--- config.mk ---
export PLATFORM = sky130hd
export DESIGN_NAME = nasti_burst_master_flat
export DESIGN_NICKNAME = d
export VERILOG_FILES = /design/src/rtl/nasti_burst_master_if.sv /design/src/rtl/nasti_burst_master.sv /design/src/flat_wrapper.sv
export SDC_FILE = /design/constraint.sdc
export NUM_CORES = 1
export LEC_CHECK = 0
export CAP_MARGIN = 20
export CORE_AREA = 3 3 270 272
export CTS_BUF_LIST = sky130_fd_sc_hd__clkbuf_4 sky130_fd_sc_hd__clkbuf_8 sky130_fd_sc_hd__clkbuf_16
export DETAILED_ROUTE_END_ITERATION = 16
export DIE_AREA = 0 0 273 275
export GPL_ROUTABILITY_DRIVEN = 1
export HOLD_SLACK_MARGIN = 0.05
export PLACE_DENSITY = 0.4
export SYNTH_ARGS = -nofsm -noshare
export SYNTH_HDL_FRONTEND = slang
export SYNTH_SLANG_ARGS = --single-unit
--- constraint.sdc ---
create_clock -name clk -period 2.04 [get_ports clk]
set_input_delay 0.204 -clock clk [delete_from_list [all_inputs] [get_ports clk]]
set_output_delay 0.204 -clock clk [all_outputs]
set_load 0.05 [all_outputs]
--- src/rtl/nasti_burst_master_if.sv ---
// NASTI (AXI4) channel bundle: AW, W, B, AR, R with full ready/valid handshakes.
// Latency: none, wires only.
// Backpressure: every channel is independently stalled by its own ready signal.
//
// Modports:
//   master - drives AW/W/AR payload+valid and B/R ready.
//   slave  - drives AW/W/AR ready and B/R payload+valid.
interface nasti_channel #(
    parameter int ADDR_WIDTH = 16,
    parameter int DATA_WIDTH = 128,
    parameter int ID_WIDTH   = 1,
    parameter int USER_WIDTH = 1
);
    // write address
    logic [ID_WIDTH-1:0]     aw_id;
    logic [ADDR_WIDTH-1:0]   aw_addr;
    logic [7:0]              aw_len;
    logic [2:0]              aw_size;
    logic [1:0]              aw_burst;
    logic                    aw_lock;
    logic [3:0]              aw_cache;
    logic [2:0]              aw_prot;
    logic [3:0]              aw_qos;
    logic [3:0]              aw_region;
    logic [USER_WIDTH-1:0]   aw_user;
    logic                    aw_valid;
    logic                    aw_ready;
    // write data
    logic [DATA_WIDTH-1:0]   w_data;
    logic [DATA_WIDTH/8-1:0] w_strb;
    logic                    w_last;
    logic [USER_WIDTH-1:0]   w_user;
    logic                    w_valid;
    logic                    w_ready;
    // write response
    logic [ID_WIDTH-1:0]     b_id;
    logic [1:0]              b_resp;
    logic [USER_WIDTH-1:0]   b_user;
    logic                    b_valid;
    logic                    b_ready;
    // read address
    logic [ID_WIDTH-1:0]     ar_id;
    logic [ADDR_WIDTH-1:0]   ar_addr;
    logic [7:0]              ar_len;
    logic [2:0]              ar_size;
    logic [1:0]              ar_burst;
    logic                    ar_lock;
    logic [3:0]              ar_cache;
    logic [2:0]              ar_prot;
    logic [3:0]              ar_qos;
    logic [3:0]              ar_region;
    logic [USER_WIDTH-1:0]   ar_user;
    logic                    ar_valid;
    logic                    ar_ready;
    // read data
    logic [ID_WIDTH-1:0]     r_id;
    logic [DATA_WIDTH-1:0]   r_data;
    logic [1:0]              r_resp;
    logic                    r_last;
    logic [USER_WIDTH-1:0]   r_user;
    logic                    r_valid;
    logic                    r_ready;

    modport master (
        output aw_id, aw_addr, aw_len, aw_size, aw_burst, aw_lock, aw_cache,
               aw_prot, aw_qos, aw_region, aw_user, aw_valid,
        input  aw_ready,
        output w_data, w_strb, w_last, w_user, w_valid,
        input  w_ready,
        input  b_id, b_resp, b_user, b_valid,
        output b_ready,
        output ar_id, ar_addr, ar_len, ar_size, ar_burst, ar_lock, ar_cache,
               ar_prot, ar_qos, ar_region, ar_user, ar_valid,
        input  ar_ready,
        input  r_id, r_data, r_resp, r_last, r_user, r_valid,
        output r_ready
    );

    modport slave (
        input  aw_id, aw_addr, aw_len, aw_size, aw_burst, aw_lock, aw_cache,
               aw_prot, aw_qos, aw_region, aw_user, aw_valid,
        output aw_ready,
        input  w_data, w_strb, w_last, w_user, w_valid,
        output w_ready,
        output b_id, b_resp, b_user, b_valid,
        input  b_ready,
        input  ar_id, ar_addr, ar_len, ar_size, ar_burst, ar_lock, ar_cache,
               ar_prot, ar_qos, ar_region, ar_user, ar_valid,
        output ar_ready,
        output r_id, r_data, r_resp, r_last, r_user, r_valid,
        input  r_ready
    );
endinterface

--- src/rtl/nasti_burst_master.sv ---
// Single-outstanding NASTI initiator: one command becomes one INCR burst (AW+W+B or AR+R).
// Latency: AW/AR valid the cycle after command accept; done pulses the cycle after the final B/R handshake.
// Backpressure: W and R data pass straight through, so wd/rd stall exactly as the bus does; req_ready only in IDLE.
//
// Ports: clk/rst (sync, active-high); req_* command; wd_* write-data stream in;
//        rd_* read-data stream out; done/err completion pulse; nasti master port.
module nasti_burst_master #(
    parameter int                  ADDR_WIDTH = 16,
    parameter int                  DATA_WIDTH = 128,
    parameter int                  ID_WIDTH   = 1,
    parameter logic [ID_WIDTH-1:0] ID         = '0
) (
    input  logic                    clk,
    input  logic                    rst,
    input  logic                    req_valid,
    output logic                    req_ready,
    input  logic                    req_write,
    input  logic [ADDR_WIDTH-1:0]   req_addr,
    input  logic [7:0]              req_len,
    input  logic                    wd_valid,
    output logic                    wd_ready,
    input  logic [DATA_WIDTH-1:0]   wd_data,
    input  logic [DATA_WIDTH/8-1:0] wd_strb,
    output logic                    rd_valid,
    input  logic                    rd_ready,
    output logic [DATA_WIDTH-1:0]   rd_data,
    output logic                    rd_last,
    output logic                    done,
    output logic                    err,
    nasti_channel.master            nasti
);
    localparam logic [2:0] SIZE = 3'($clog2(DATA_WIDTH / 8));

    typedef enum logic [2:0] {IDLE, AW, W, B, AR, R} state_t;

    state_t                  state, state_nxt;
    logic [ADDR_WIDTH-1:0]   addr_q;
    logic [7:0]              len_q;
    logic [7:0]              cnt_q;
    logic                    err_flag_q;
    logic                    done_q;
    logic                    err_q;

    logic                    last_beat;
    logic                    w_hs;
    logic                    r_hs;
    logic                    r_beat_err;
    logic                    r_term;

    always_comb begin
        state_nxt  = state;
        last_beat  = (cnt_q == len_q);
        w_hs       = 1'b0;
        r_hs       = 1'b0;
        r_beat_err = 1'b0;
        r_term     = 1'b0;
        case (state)
            IDLE: if (req_valid && req_ready) state_nxt = req_write ? AW : AR;
            AW:   if (nasti.aw_ready) state_nxt = W;
            W: begin
                w_hs = wd_valid && nasti.w_ready;
                if (w_hs && last_beat) state_nxt = B;
            end
            B:    if (nasti.b_valid) state_nxt = IDLE;
            AR:   if (nasti.ar_ready) state_nxt = R;
            R: begin
                r_hs       = nasti.r_valid && rd_ready;
                // r_last disagreeing with our own beat count covers both early
                // and missing r_last.
                r_beat_err = nasti.r_resp[1] | (nasti.r_last != last_beat);
                r_term     = r_hs && (last_beat || nasti.r_last);
                if (r_term) state_nxt = IDLE;
            end
            default: state_nxt = IDLE;
        endcase
    end

    always_ff @(posedge clk) begin
        if (rst) begin
            state      <= IDLE;
            addr_q     <= '0;
            len_q      <= '0;
            cnt_q      <= '0;
            err_flag_q <= 1'b0;
            done_q     <= 1'b0;
            err_q      <= 1'b0;
        end else begin
            state  <= state_nxt;
            done_q <= 1'b0;
            err_q  <= 1'b0;
            case (state)
                IDLE: begin
                    if (req_valid && req_ready) begin
                        addr_q     <= req_addr;
                        len_q      <= req_len;
                        cnt_q      <= '0;
                        err_flag_q <= 1'b0;
                    end
                end
                W: if (w_hs) cnt_q <= cnt_q + 8'd1;
                B: begin
                    if (nasti.b_valid) begin
                        done_q <= 1'b1;
                        err_q  <= nasti.b_resp[1] | err_flag_q;
                    end
                end
                R: begin
                    if (r_hs) begin
                        cnt_q      <= cnt_q + 8'd1;
                        err_flag_q <= err_flag_q | r_beat_err;
                        if (r_term) begin
                            done_q <= 1'b1;
                            err_q  <= err_flag_q | r_beat_err;
                        end
                    end
                end
                default: ;
            endcase
        end
    end

    // Hold off the next command during the done cycle so the caller sees
    // completion before it can issue again.
    assign req_ready = (state == IDLE) && !done_q;
    assign done      = done_q;
    assign err       = err_q;

    assign wd_ready  = (state == W) && nasti.w_ready;
    assign rd_valid  = (state == R) && nasti.r_valid;
    assign rd_data   = nasti.r_data;
    assign rd_last   = (state == R) && last_beat;

    assign nasti.aw_id     = ID;
    assign nasti.aw_addr   = addr_q;
    assign nasti.aw_len    = len_q;
    assign nasti.aw_size   = SIZE;
    assign nasti.aw_burst  = 2'b01;
    assign nasti.aw_lock   = 1'b0;
    assign nasti.aw_cache  = 4'd0;
    assign nasti.aw_prot   = 3'd0;
    assign nasti.aw_qos    = 4'd0;
    assign nasti.aw_region = 4'd0;
    assign nasti.aw_user   = '0;
    assign nasti.aw_valid  = (state == AW);

    assign nasti.w_data    = wd_data;
    assign nasti.w_strb    = wd_strb;
    assign nasti.w_last    = (state == W) && last_beat;
    assign nasti.w_user    = '0;
    assign nasti.w_valid   = (state == W) && wd_valid;

    assign nasti.b_ready   = (state == B);

    assign nasti.ar_id     = ID;
    assign nasti.ar_addr   = addr_q;
    assign nasti.ar_len    = len_q;
    assign nasti.ar_size   = SIZE;
    assign nasti.ar_burst  = 2'b01;
    assign nasti.ar_lock   = 1'b0;
    assign nasti.ar_cache  = 4'd0;
    assign nasti.ar_prot   = 3'd0;
    assign nasti.ar_qos    = 4'd0;
    assign nasti.ar_region = 4'd0;
    assign nasti.ar_user   = '0;
    assign nasti.ar_valid  = (state == AR);

    assign nasti.r_ready   = (state == R) && rd_ready;

    // IDs are fixed and only one transaction is in flight, so response IDs,
    // user bits and the OKAY/EXOKAY distinction carry no information here.
    logic unused_sig;
    assign unused_sig = ^{nasti.b_id, nasti.b_user, nasti.b_resp[0],
                          nasti.r_id, nasti.r_user, nasti.r_resp[0]};
endmodule

--- src/flat_wrapper.sv ---
// flat-port wrapper written by rule: the top's interface ports become plain ports
module nasti_burst_master_flat 
#(
    parameter int                  ADDR_WIDTH = 16,
    parameter int                  DATA_WIDTH = 128,
    parameter int                  ID_WIDTH   = 1,
    parameter logic [ID_WIDTH-1:0] ID         = '0
)
  (clk, rst, req_valid, req_ready, req_write, req_addr, req_len, wd_valid, wd_ready, wd_data, wd_strb, rd_valid, rd_ready, rd_data, rd_last, done, err, nasti_aw_id, nasti_aw_addr, nasti_aw_len, nasti_aw_size, nasti_aw_burst, nasti_aw_lock, nasti_aw_cache, nasti_aw_prot, nasti_aw_qos, nasti_aw_region, nasti_aw_user, nasti_aw_valid, nasti_aw_ready, nasti_w_data, nasti_w_strb, nasti_w_last, nasti_w_user, nasti_w_valid, nasti_w_ready, nasti_b_id, nasti_b_resp, nasti_b_user, nasti_b_valid, nasti_b_ready, nasti_ar_id, nasti_ar_addr, nasti_ar_len, nasti_ar_size, nasti_ar_burst, nasti_ar_lock, nasti_ar_cache, nasti_ar_prot, nasti_ar_qos, nasti_ar_region, nasti_ar_user, nasti_ar_valid, nasti_ar_ready, nasti_r_id, nasti_r_data, nasti_r_resp, nasti_r_last, nasti_r_user, nasti_r_valid, nasti_r_ready);
  nasti_channel #(.ADDR_WIDTH(ADDR_WIDTH), .DATA_WIDTH(DATA_WIDTH), .ID_WIDTH(ID_WIDTH)) nasti_i ();
  input  logic clk;
  input  logic rst;
  input  logic req_valid;
  output logic req_ready;
  input  logic req_write;
  input  logic [ADDR_WIDTH-1:0] req_addr;
  input  logic [7:0] req_len;
  input  logic wd_valid;
  output logic wd_ready;
  input  logic [DATA_WIDTH-1:0] wd_data;
  input  logic [DATA_WIDTH/8-1:0] wd_strb;
  output logic rd_valid;
  input  logic rd_ready;
  output logic [DATA_WIDTH-1:0] rd_data;
  output logic rd_last;
  output logic done;
  output logic err;
  output wire logic [$bits(nasti_i.aw_id)-1:0] nasti_aw_id;
  output wire logic [$bits(nasti_i.aw_addr)-1:0] nasti_aw_addr;
  output wire logic [$bits(nasti_i.aw_len)-1:0] nasti_aw_len;
  output wire logic [$bits(nasti_i.aw_size)-1:0] nasti_aw_size;
  output wire logic [$bits(nasti_i.aw_burst)-1:0] nasti_aw_burst;
  output wire logic [$bits(nasti_i.aw_lock)-1:0] nasti_aw_lock;
  output wire logic [$bits(nasti_i.aw_cache)-1:0] nasti_aw_cache;
  output wire logic [$bits(nasti_i.aw_prot)-1:0] nasti_aw_prot;
  output wire logic [$bits(nasti_i.aw_qos)-1:0] nasti_aw_qos;
  output wire logic [$bits(nasti_i.aw_region)-1:0] nasti_aw_region;
  output wire logic [$bits(nasti_i.aw_user)-1:0] nasti_aw_user;
  output wire logic [$bits(nasti_i.aw_valid)-1:0] nasti_aw_valid;
  input wire logic [$bits(nasti_i.aw_ready)-1:0] nasti_aw_ready;
  output wire logic [$bits(nasti_i.w_data)-1:0] nasti_w_data;
  output wire logic [$bits(nasti_i.w_strb)-1:0] nasti_w_strb;
  output wire logic [$bits(nasti_i.w_last)-1:0] nasti_w_last;
  output wire logic [$bits(nasti_i.w_user)-1:0] nasti_w_user;
  output wire logic [$bits(nasti_i.w_valid)-1:0] nasti_w_valid;
  input wire logic [$bits(nasti_i.w_ready)-1:0] nasti_w_ready;
  input wire logic [$bits(nasti_i.b_id)-1:0] nasti_b_id;
  input wire logic [$bits(nasti_i.b_resp)-1:0] nasti_b_resp;
  input wire logic [$bits(nasti_i.b_user)-1:0] nasti_b_user;
  input wire logic [$bits(nasti_i.b_valid)-1:0] nasti_b_valid;
  output wire logic [$bits(nasti_i.b_ready)-1:0] nasti_b_ready;
  output wire logic [$bits(nasti_i.ar_id)-1:0] nasti_ar_id;
  output wire logic [$bits(nasti_i.ar_addr)-1:0] nasti_ar_addr;
  output wire logic [$bits(nasti_i.ar_len)-1:0] nasti_ar_len;
  output wire logic [$bits(nasti_i.ar_size)-1:0] nasti_ar_size;
  output wire logic [$bits(nasti_i.ar_burst)-1:0] nasti_ar_burst;
  output wire logic [$bits(nasti_i.ar_lock)-1:0] nasti_ar_lock;
  output wire logic [$bits(nasti_i.ar_cache)-1:0] nasti_ar_cache;
  output wire logic [$bits(nasti_i.ar_prot)-1:0] nasti_ar_prot;
  output wire logic [$bits(nasti_i.ar_qos)-1:0] nasti_ar_qos;
  output wire logic [$bits(nasti_i.ar_region)-1:0] nasti_ar_region;
  output wire logic [$bits(nasti_i.ar_user)-1:0] nasti_ar_user;
  output wire logic [$bits(nasti_i.ar_valid)-1:0] nasti_ar_valid;
  input wire logic [$bits(nasti_i.ar_ready)-1:0] nasti_ar_ready;
  input wire logic [$bits(nasti_i.r_id)-1:0] nasti_r_id;
  input wire logic [$bits(nasti_i.r_data)-1:0] nasti_r_data;
  input wire logic [$bits(nasti_i.r_resp)-1:0] nasti_r_resp;
  input wire logic [$bits(nasti_i.r_last)-1:0] nasti_r_last;
  input wire logic [$bits(nasti_i.r_user)-1:0] nasti_r_user;
  input wire logic [$bits(nasti_i.r_valid)-1:0] nasti_r_valid;
  output wire logic [$bits(nasti_i.r_ready)-1:0] nasti_r_ready;
  assign nasti_aw_id = nasti_i.aw_id;
  assign nasti_aw_addr = nasti_i.aw_addr;
  assign nasti_aw_len = nasti_i.aw_len;
  assign nasti_aw_size = nasti_i.aw_size;
  assign nasti_aw_burst = nasti_i.aw_burst;
  assign nasti_aw_lock = nasti_i.aw_lock;
  assign nasti_aw_cache = nasti_i.aw_cache;
  assign nasti_aw_prot = nasti_i.aw_prot;
  assign nasti_aw_qos = nasti_i.aw_qos;
  assign nasti_aw_region = nasti_i.aw_region;
  assign nasti_aw_user = nasti_i.aw_user;
  assign nasti_aw_valid = nasti_i.aw_valid;
  assign nasti_i.aw_ready = nasti_aw_ready;
  assign nasti_w_data = nasti_i.w_data;
  assign nasti_w_strb = nasti_i.w_strb;
  assign nasti_w_last = nasti_i.w_last;
  assign nasti_w_user = nasti_i.w_user;
  assign nasti_w_valid = nasti_i.w_valid;
  assign nasti_i.w_ready = nasti_w_ready;
  assign nasti_i.b_id = nasti_b_id;
  assign nasti_i.b_resp = nasti_b_resp;
  assign nasti_i.b_user = nasti_b_user;
  assign nasti_i.b_valid = nasti_b_valid;
  assign nasti_b_ready = nasti_i.b_ready;
  assign nasti_ar_id = nasti_i.ar_id;
  assign nasti_ar_addr = nasti_i.ar_addr;
  assign nasti_ar_len = nasti_i.ar_len;
  assign nasti_ar_size = nasti_i.ar_size;
  assign nasti_ar_burst = nasti_i.ar_burst;
  assign nasti_ar_lock = nasti_i.ar_lock;
  assign nasti_ar_cache = nasti_i.ar_cache;
  assign nasti_ar_prot = nasti_i.ar_prot;
  assign nasti_ar_qos = nasti_i.ar_qos;
  assign nasti_ar_region = nasti_i.ar_region;
  assign nasti_ar_user = nasti_i.ar_user;
  assign nasti_ar_valid = nasti_i.ar_valid;
  assign nasti_i.ar_ready = nasti_ar_ready;
  assign nasti_i.r_id = nasti_r_id;
  assign nasti_i.r_data = nasti_r_data;
  assign nasti_i.r_resp = nasti_r_resp;
  assign nasti_i.r_last = nasti_r_last;
  assign nasti_i.r_user = nasti_r_user;
  assign nasti_i.r_valid = nasti_r_valid;
  assign nasti_r_ready = nasti_i.r_ready;
  nasti_burst_master #(.ADDR_WIDTH(ADDR_WIDTH), .DATA_WIDTH(DATA_WIDTH), .ID_WIDTH(ID_WIDTH), .ID(ID)) u_core (.clk(clk), .rst(rst), .req_valid(req_valid), .req_ready(req_ready), .req_write(req_write), .req_addr(req_addr), .req_len(req_len), .wd_valid(wd_valid), .wd_ready(wd_ready), .wd_data(wd_data), .wd_strb(wd_strb), .rd_valid(rd_valid), .rd_ready(rd_ready), .rd_data(rd_data), .rd_last(rd_last), .done(done), .err(err), .nasti(nasti_i));
endmodule
Yosys cells after proc, flatten, opt, wreduce, memory -nomap -nowiden:

Cells that the tools add are included.

* register bits: 38
* output and inout port bits: 379
* logic and storage cells: 74
* bits of input ports: 316

* bitwise logic cells: 3
* equal/unequal tests: 15
* $add $sub $neg: 1
* reduce and logical (&&, ||, !) cells: 21
* multiplexer cells: 27

Operators with widths (count)
* $mux W8: 3
* $pmux W8 S3: 1
* $mux W3: 7
* $pmux W3 S6: 1
* $ne A2 B1 Y1 const B: 7
* $logic_and A1 B1 Y1: 12
* $mux W1: 12
* $add A8 B1 Y8 const B: 1
* $eq A8 B8 Y1: 1
* $eq A3 B2 Y1 const B: 2
* $eq A3 B3 Y1 const B: 2
* $pmux W1 S2: 3
* $reduce_and A6 Y1: 1
* $reduce_and A4 Y1: 1
* $eq A3 B1 Y1 const B: 1
* $logic_not A3 Y1: 1
* $or A1 B1 Y1: 3
* $reduce_and A3 Y1: 1
* $reduce_bool A3 Y1: 1
* $ne A2 B2 Y1 const B: 1
* $reduce_and A2 Y1: 1
* $reduce_bool A2 Y1: 1
* $logic_not A1 Y1: 1
* $logic_or A1 B1 Y1: 1
* $ne A1 B1 Y1: 1

Depth between registers and ports, before layout:

* depth in word-level cells: 8
* gate-level depth with buffers: 9
* gate-level depth less buffers: 8

Least setup slack after synthesis:

No wires, ideal clock.

* path type: register to register
* start point: register u_core.done_q (netlist: u_core.done)
* end point: register u_core.len_q[7] (netlist: u_core.nasti.ar_len[7])
* data arrival time: 2237 ps
* setup time: 132 ps
* slack: -329 ps
* clock period less this slack: 2369 ps
* path buffers: 1
* cell stages (with the launch flop): 6
* required time: 1908 ps
* cells stage by stage: dfxtp_1 -> nor4_2 -> nand2_1 -> clkbuf_1 -> nand2_1 -> a21oi_1

* word-level cells in the longest chain between the ends: 4

RTL lines
* from (decl): line nasti_burst_master.sv:41 `logic done_q;`
* from (signal assigned): line nasti_burst_master.sv:85 `done_q <= 1'b0;`
* from (signal assigned): line nasti_burst_master.sv:89 `done_q <= 1'b0;`
* from (signal assigned): line nasti_burst_master.sv:103 `done_q <= 1'b1;`
* $logic_not A1 Y1: line nasti_burst_master.sv:124 `assign req_ready = (state == IDLE) && !done_q;`
* $logic_and A1 B1 Y1: line nasti_burst_master.sv:124
* via req_ready: line flat_wrapper.sv:14 `output logic req_ready;`
* $logic_and A1 B1 Y1: line nasti_burst_master.sv:93 `if (req_valid && req_ready) begin`
* $reduce_and A2 Y1 (no line)
* to (signal assigned): line nasti_burst_master.sv:95 `len_q <= req_len;`
* to (decl): line nasti_burst_master.sv:38 `logic [7:0] len_q;`

The timed path passes the listed nets, and every way through them passes these cells.
A chain may end at the register's enable or synchronous reset.

Worst setup path in the final report:

* start point: register u_core.cnt_q[1]
* end point: register u_core.err_q (netlist: u_core.err)

* word-level cells in the longest chain between the ends: 8
* elaborated cells on any way between the ends: 11
* classes of those cells: eq/ne: 2; mux: 5; bitwise: 2; reduce/logical: 2

RTL lines
* from (decl): line nasti_burst_master.sv:39 `logic [7:0] cnt_q;`
* from (signal assigned): line nasti_burst_master.sv:100 `W: if (w_hs) cnt_q <= cnt_q + 8'd1;`
* from (signal assigned): line nasti_burst_master.sv:109 `cnt_q <= cnt_q + 8'd1;`
* $eq A8 B8 Y1 *: line nasti_burst_master.sv:52 `last_beat = (cnt_q == len_q);`
* $ne A1 B1 Y1: line nasti_burst_master.sv:70 `r_beat_err = nasti.r_resp[1] | (nasti.r_last != last_beat);`
* $or A1 B1 Y1: line nasti_burst_master.sv:70
* $mux W1: line nasti_burst_master.sv:57 `case (state)`
* $or A1 B1 Y1: line nasti_burst_master.sv:113 `err_q <= err_flag_q | r_beat_err;`
* $mux W1 *: line nasti_burst_master.sv:111 `if (r_term) begin`
* $mux W1 *: line nasti_burst_master.sv:108 `if (r_hs) begin`
* $pmux W1 S2 *: line nasti_burst_master.sv:91 `case (state)`
* to (signal assigned): line nasti_burst_master.sv:104 `err_q <= nasti.b_resp[1] | err_flag_q;`
* to (signal assigned): line nasti_burst_master.sv:113
* to (decl): line nasti_burst_master.sv:42 `logic err_q;`

Every way passes the cells marked *; elsewhere a longest branch is shown, timed or not.

==> run_summary.xml <==
<?xml version="1.0" encoding="UTF-8"?>
<metrics>
  <group name="critical_path">
    <metric name="critPathMaxFanout" unit="">3</metric>
    <metric name="path_cells" unit="">xor2_2, nor4_4, buf_4, nand2_4, ha_4, and3b_2, nand2_1, o22ai_2, and4_1</metric>
    <metric name="timing.critical_path.required" unit="ns">2.30</metric>
    <metric name="crit_path_dat" unit="ns">2.22</metric>
    <metric name="kind_of_critical_path" unit="">flop to flop</metric>
    <metric name="worst_path_max_delay_cell" unit="">sky130_fd_sc_hd__dfxtp_2</metric>
    <metric name="type_of_destination_of_the_critical_path" unit="">flop</metric>
    <metric name="critPathMaxStageDelay" unit="ns">0.34</metric>
    <metric name="startpoint_type" unit="">flop</metric>
  </group>
  <group name="cells_and_area">
    <metric name="design.final.nets" unit="">728</metric>
    <metric name="final_layout_size_suffix_gt1_share" unit="%">21.0</metric>
    <metric name="n_antenna_cell" unit="">0</metric>
    <metric name="instances_no_fill" unit="">1360</metric>
    <metric name="area_growth_syn_to_layout" unit="%">6.70</metric>
    <metric name="stdcell_area" unit="um2">4720</metric>
  </group>
  <group name="place">
    <metric name="port-buffer-count" unit="">97</metric>
    <metric name="dpl_worst_slack" unit="ns">-0.298</metric>
    <metric name="gp_congestion" unit="">0.643</metric>
    <metric name="dp.final_hpwl" unit="mm">12.9</metric>
    <metric name="placed_cells_incl_taps" unit="">1346</metric>
    <metric name="dpl_cell_area" unit="um2">4450</metric>
  </group>
  <group name="detailed_routing">
    <metric name="vias" unit="">2688</metric>
    <metric name="postRouteWirelength" unit="mm">16.0</metric>
    <metric name="detail_route.iter0.violations" unit="">100</metric>
    <metric name="drc_errors" unit="">0</metric>
    <metric name="avgViaCountPerCell" unit="">1.98</metric>
    <metric name="postRouteAntennaNets" unit="">0</metric>
    <metric name="dr.pass1.iters" unit="">4</metric>
    <metric name="wl_per_cell" unit="um">11.8</metric>
  </group>
  <group name="global_route">
    <metric name="global_route.usage.met1" unit="%">4.03</metric>
    <metric name="globalRouteMet3Util" unit="%">3.22</metric>
    <metric name="gr-usage-all-layers" unit="%">3.99</metric>
    <metric name="globalRoute.totalOverflow" unit="">0</metric>
    <metric name="vias_in_the_first_global_route" unit="">2737</metric>
    <metric name="grt.met2_usage" unit="%">5.19</metric>
    <metric name="grt_pass1_wl" unit="mm">20.6</metric>
    <metric name="grt_antenna_before_repair" unit="">1</metric>
    <metric name="gr_peak_layer" unit="">met2</metric>
    <metric name="grt_max_degree" unit="">27</metric>
  </group>
  <group name="synthesis">
    <metric name="main_combinational_cell_family_by_area_after_synthesis" unit="">buffers and inverters</metric>
    <metric name="yosys.area_share.simple" unit="%">11.1</metric>
    <metric name="synth_seq_area_share" unit="%">17.2</metric>
    <metric name="synthFlopType" unit="">sky130_fd_sc_hd__dfxtp_1</metric>
    <metric name="ys_top_cells_by_count" unit="">sky130_fd_sc_hd__buf_4 (344), sky130_fd_sc_hd__nand2_1 (60), sky130_fd_sc_hd__dfxtp_1 (38)</metric>
    <metric name="synth_top_cells_by_area" unit="">sky130_fd_sc_hd__buf_4 (58%), sky130_fd_sc_hd__dfxtp_1 (17%), sky130_fd_sc_hd__nand2_1 (5.1%)</metric>
    <metric name="synth_compound_area_share" unit="%">7.63</metric>
    <metric name="yosys.cell_types.count" unit="">45</metric>
    <metric name="synthArstFlopShare" unit="%">0</metric>
    <metric name="synth.largest_area_cell" unit="">sky130_fd_sc_hd__buf_4</metric>
    <metric name="post_synth.cell_area_avg" unit="um2">7.60</metric>
    <metric name="synth_fa_ha_area_share" unit="%">0.565</metric>
    <metric name="synth.cell_area" unit="um2">4430</metric>
    <metric name="netlist_instances" unit="">582</metric>
    <metric name="yosys.area_share.xor_xnor" unit="%">1.78</metric>
    <metric name="ys.warnings.count" unit="">0</metric>
    <metric name="synth_top_cell_area_share" unit="%">58.4</metric>
    <metric name="synth-edff-count" unit="">0</metric>
    <metric name="synth.mux.area_fraction" unit="%">1.16</metric>
    <metric name="post-synth-top-count-cell" unit="">sky130_fd_sc_hd__buf_4</metric>
    <metric name="flip_flop_and_latch_count_after_synthesis" unit="">38</metric>
  </group>
  <group name="floorplanning">
    <metric name="floorplan.initialDensity" unit="%">6.23</metric>
    <metric name="io-pin-count" unit="">695</metric>
    <metric name="placeableCoreArea" unit="um2">71000</metric>
    <metric name="die-width" unit="um">273</metric>
    <metric name="floorplan.die_area" unit="um2">75100</metric>
    <metric name="chipHeight" unit="um">275</metric>
    <metric name="num_rows" unit="">98</metric>
  </group>
  <group name="cts">
    <metric name="clock_sink_count" unit="">38</metric>
    <metric name="number_of_clock_buffers_inserted_by_tritoncts" unit="">5</metric>
    <metric name="clockRootBuffer" unit="">sky130_fd_sc_hd__clkbuf_16</metric>
    <metric name="cts_hold_buf" unit="">0</metric>
    <metric name="cts.path.max_buffers" unit="">2</metric>
    <metric name="clk_lat_worst_skew" unit="ns">0.31</metric>
    <metric name="cts.htree.levels" unit="">2</metric>
    <metric name="clock_tree_from_tritoncts" unit="">built</metric>
    <metric name="clk_transition_reported_paths" unit="ns">0.08</metric>
  </group>
  <group name="timing">
    <metric name="finalCriticalPeriod" unit="ns">1.97</metric>
    <metric name="timing.clock.skew" unit="ns">0.0176</metric>
    <metric name="fmax" unit="GHz">0.508</metric>
    <metric name="post-route-worst-setup-slack" unit="ns">0.0731</metric>
    <metric name="slew_viol_final" unit="">0</metric>
    <metric name="rsz_0062_raised_after_global_routing" unit="">yes</metric>
    <metric name="timing.final.setup_violations" unit="">0</metric>
    <metric name="tightestPinTransition" unit="ns">0.586</metric>
    <metric name="finalSetupTns" unit="ns">0</metric>
    <metric name="slew_headroom" unit="%">60.8</metric>
    <metric name="finalCritPeriodShare" unit="%">96.4</metric>
    <metric name="hold_viol_final" unit="">0</metric>
  </group>
  <group name="power_and_ir_drop">
    <metric name="power_leakage" unit="nW">1.55</metric>
    <metric name="irDropWorstVdd" unit="uV">261</metric>
    <metric name="p_per_area" unit="nW/um2">751</metric>
  </group>
  <group name="min_path">
    <metric name="hp-class" unit="">input port to flop</metric>
  </group>
  <group name="job">
    <metric name="max_cap_viol_count" unit="">0</metric>
  </group>
  <group name="run_status">
    <metric name="run_status" unit="">finished clean</metric>
  </group>
</metrics>
layer usage:
layer | part of all wire, % | vias to the layer above
li1 | - | 1112
met1 | 36 | 1137
met2 | 39 | 329
met3 | 17 | 110
met4 | 8.2 | 0
met5 | 0 | -
cells by family (layout without fill, tap and decap cells):
family / count (synthesis) / after routing
adder cells (fa/ha/maj): 2 / 2
flip-flops: 38 / 38
other: 2 / 47
buffers and inverters: 366 / 149
AO/OA/AOI/OAI: 55 / 55
AND/OR/NAND/NOR: 105 / 105
multiplexers: 5 / 5
XOR/XNOR: 9 / 9
critical path: cells and delay by family (launching register included):
family | cells | cell delay (ns)
xor gates and xnor gates | 1 | 0.18
adders and majority gates | 1 | 0.14
DFF | 1 | 0.34
and+or+nand+nor | 5 | 0.90
AOI/OAI and AO/OA | 1 | 0.17
buffers and inverters | 1 | 0.18
sequential cells by signal (all words and copies together), names as in the netlist:
name                  count
u_core.done               1
u_core.err                1
u_core.err_flag_q         1
u_core.state              3
u_core.nasti.ar_addr     16
u_core.nasti.ar_len       8
u_core.cnt_q              8
metrics by stage:
stage | power [W] | utilization, % | hold WS (ns)
after floorplan | 0.00351 | - | 0.333
after global placement | 0.00266 | 6.26 | 0.408
final | 0.00355 | 6.65 | 0.244
after detailed placement | 0.00265 | 6.26 | 0.408
after global routing | 0.00377 | 6.65 | 0.242
after CTS | 0.00361 | 6.57 | 0.221
what timing repair did:
action | 4_1_cts | 5_1_grt
pin swaps | 6 | 4
endpoints found under the setup margin | 6 | 7
resized for setup | 14 | 5
setup buffers | 3 | 4
cells in the final DEF, fill, tap and decap left out, types with 3 or more instances in the layout:
cell type,instances
sky130_fd_sc_hd__clkdlybuf4s50_1,79
sky130_fd_sc_hd__nand2_1,59
sky130_fd_sc_hd__conb_1,47
sky130_fd_sc_hd__buf_4,42
sky130_fd_sc_hd__a21oi_1,33
sky130_fd_sc_hd__dfxtp_1,28
sky130_fd_sc_hd__buf_12,11
sky130_fd_sc_hd__inv_1,8
sky130_fd_sc_hd__dfxtp_2,8
sky130_fd_sc_hd__nor2_1,7
sky130_fd_sc_hd__xor2_1,7
sky130_fd_sc_hd__nand3_1,7
sky130_fd_sc_hd__nand2b_1,5
sky130_fd_sc_hd__clkbuf_16,5
sky130_fd_sc_hd__nor3_1,4
sky130_fd_sc_hd__and3_1,4
sky130_fd_sc_hd__mux2i_1,4
sky130_fd_sc_hd__and2_1,3
sky130_fd_sc_hd__a31oi_1,3
final timing paths:
kind | cells past startpoint | slack [ns] | endpoint | from
worst max register to register | 9 | 0.07 | u_core.err | u_core.cnt_q[1]
worst max-delay path | 9 | 0.07 | u_core.err | u_core.cnt_q[1]
worst min-delay path | 2 | 0.24 | u_core.err_flag_q | rst
worst min register to register | 2 | 0.47 | u_core.nasti.ar_addr[11] | u_core.nasti.ar_addr[11]
area by class of cell:
cell class | count | area [um2]
flip-flops and latches | 38 | 778
clock buffers | 5 | 125
fillers | 8336 | 66300
inverters | 8 | 30.0
well taps | 950 | 1190
repair buffers | 134 | 1340
multi-input cells | 223 | 1240
clock inverters | 2 | 15.0
report_power, final:
part | internal [W] | switching, W | leakage [nW]
clock network | 0.000449 | 0.000404 | 0.0619
logic | 0.000615 | 0.00117 | 1.17
registers | 0.000818 | 0.0000894 | 0.315
Power figures use the tool's default switching activity.
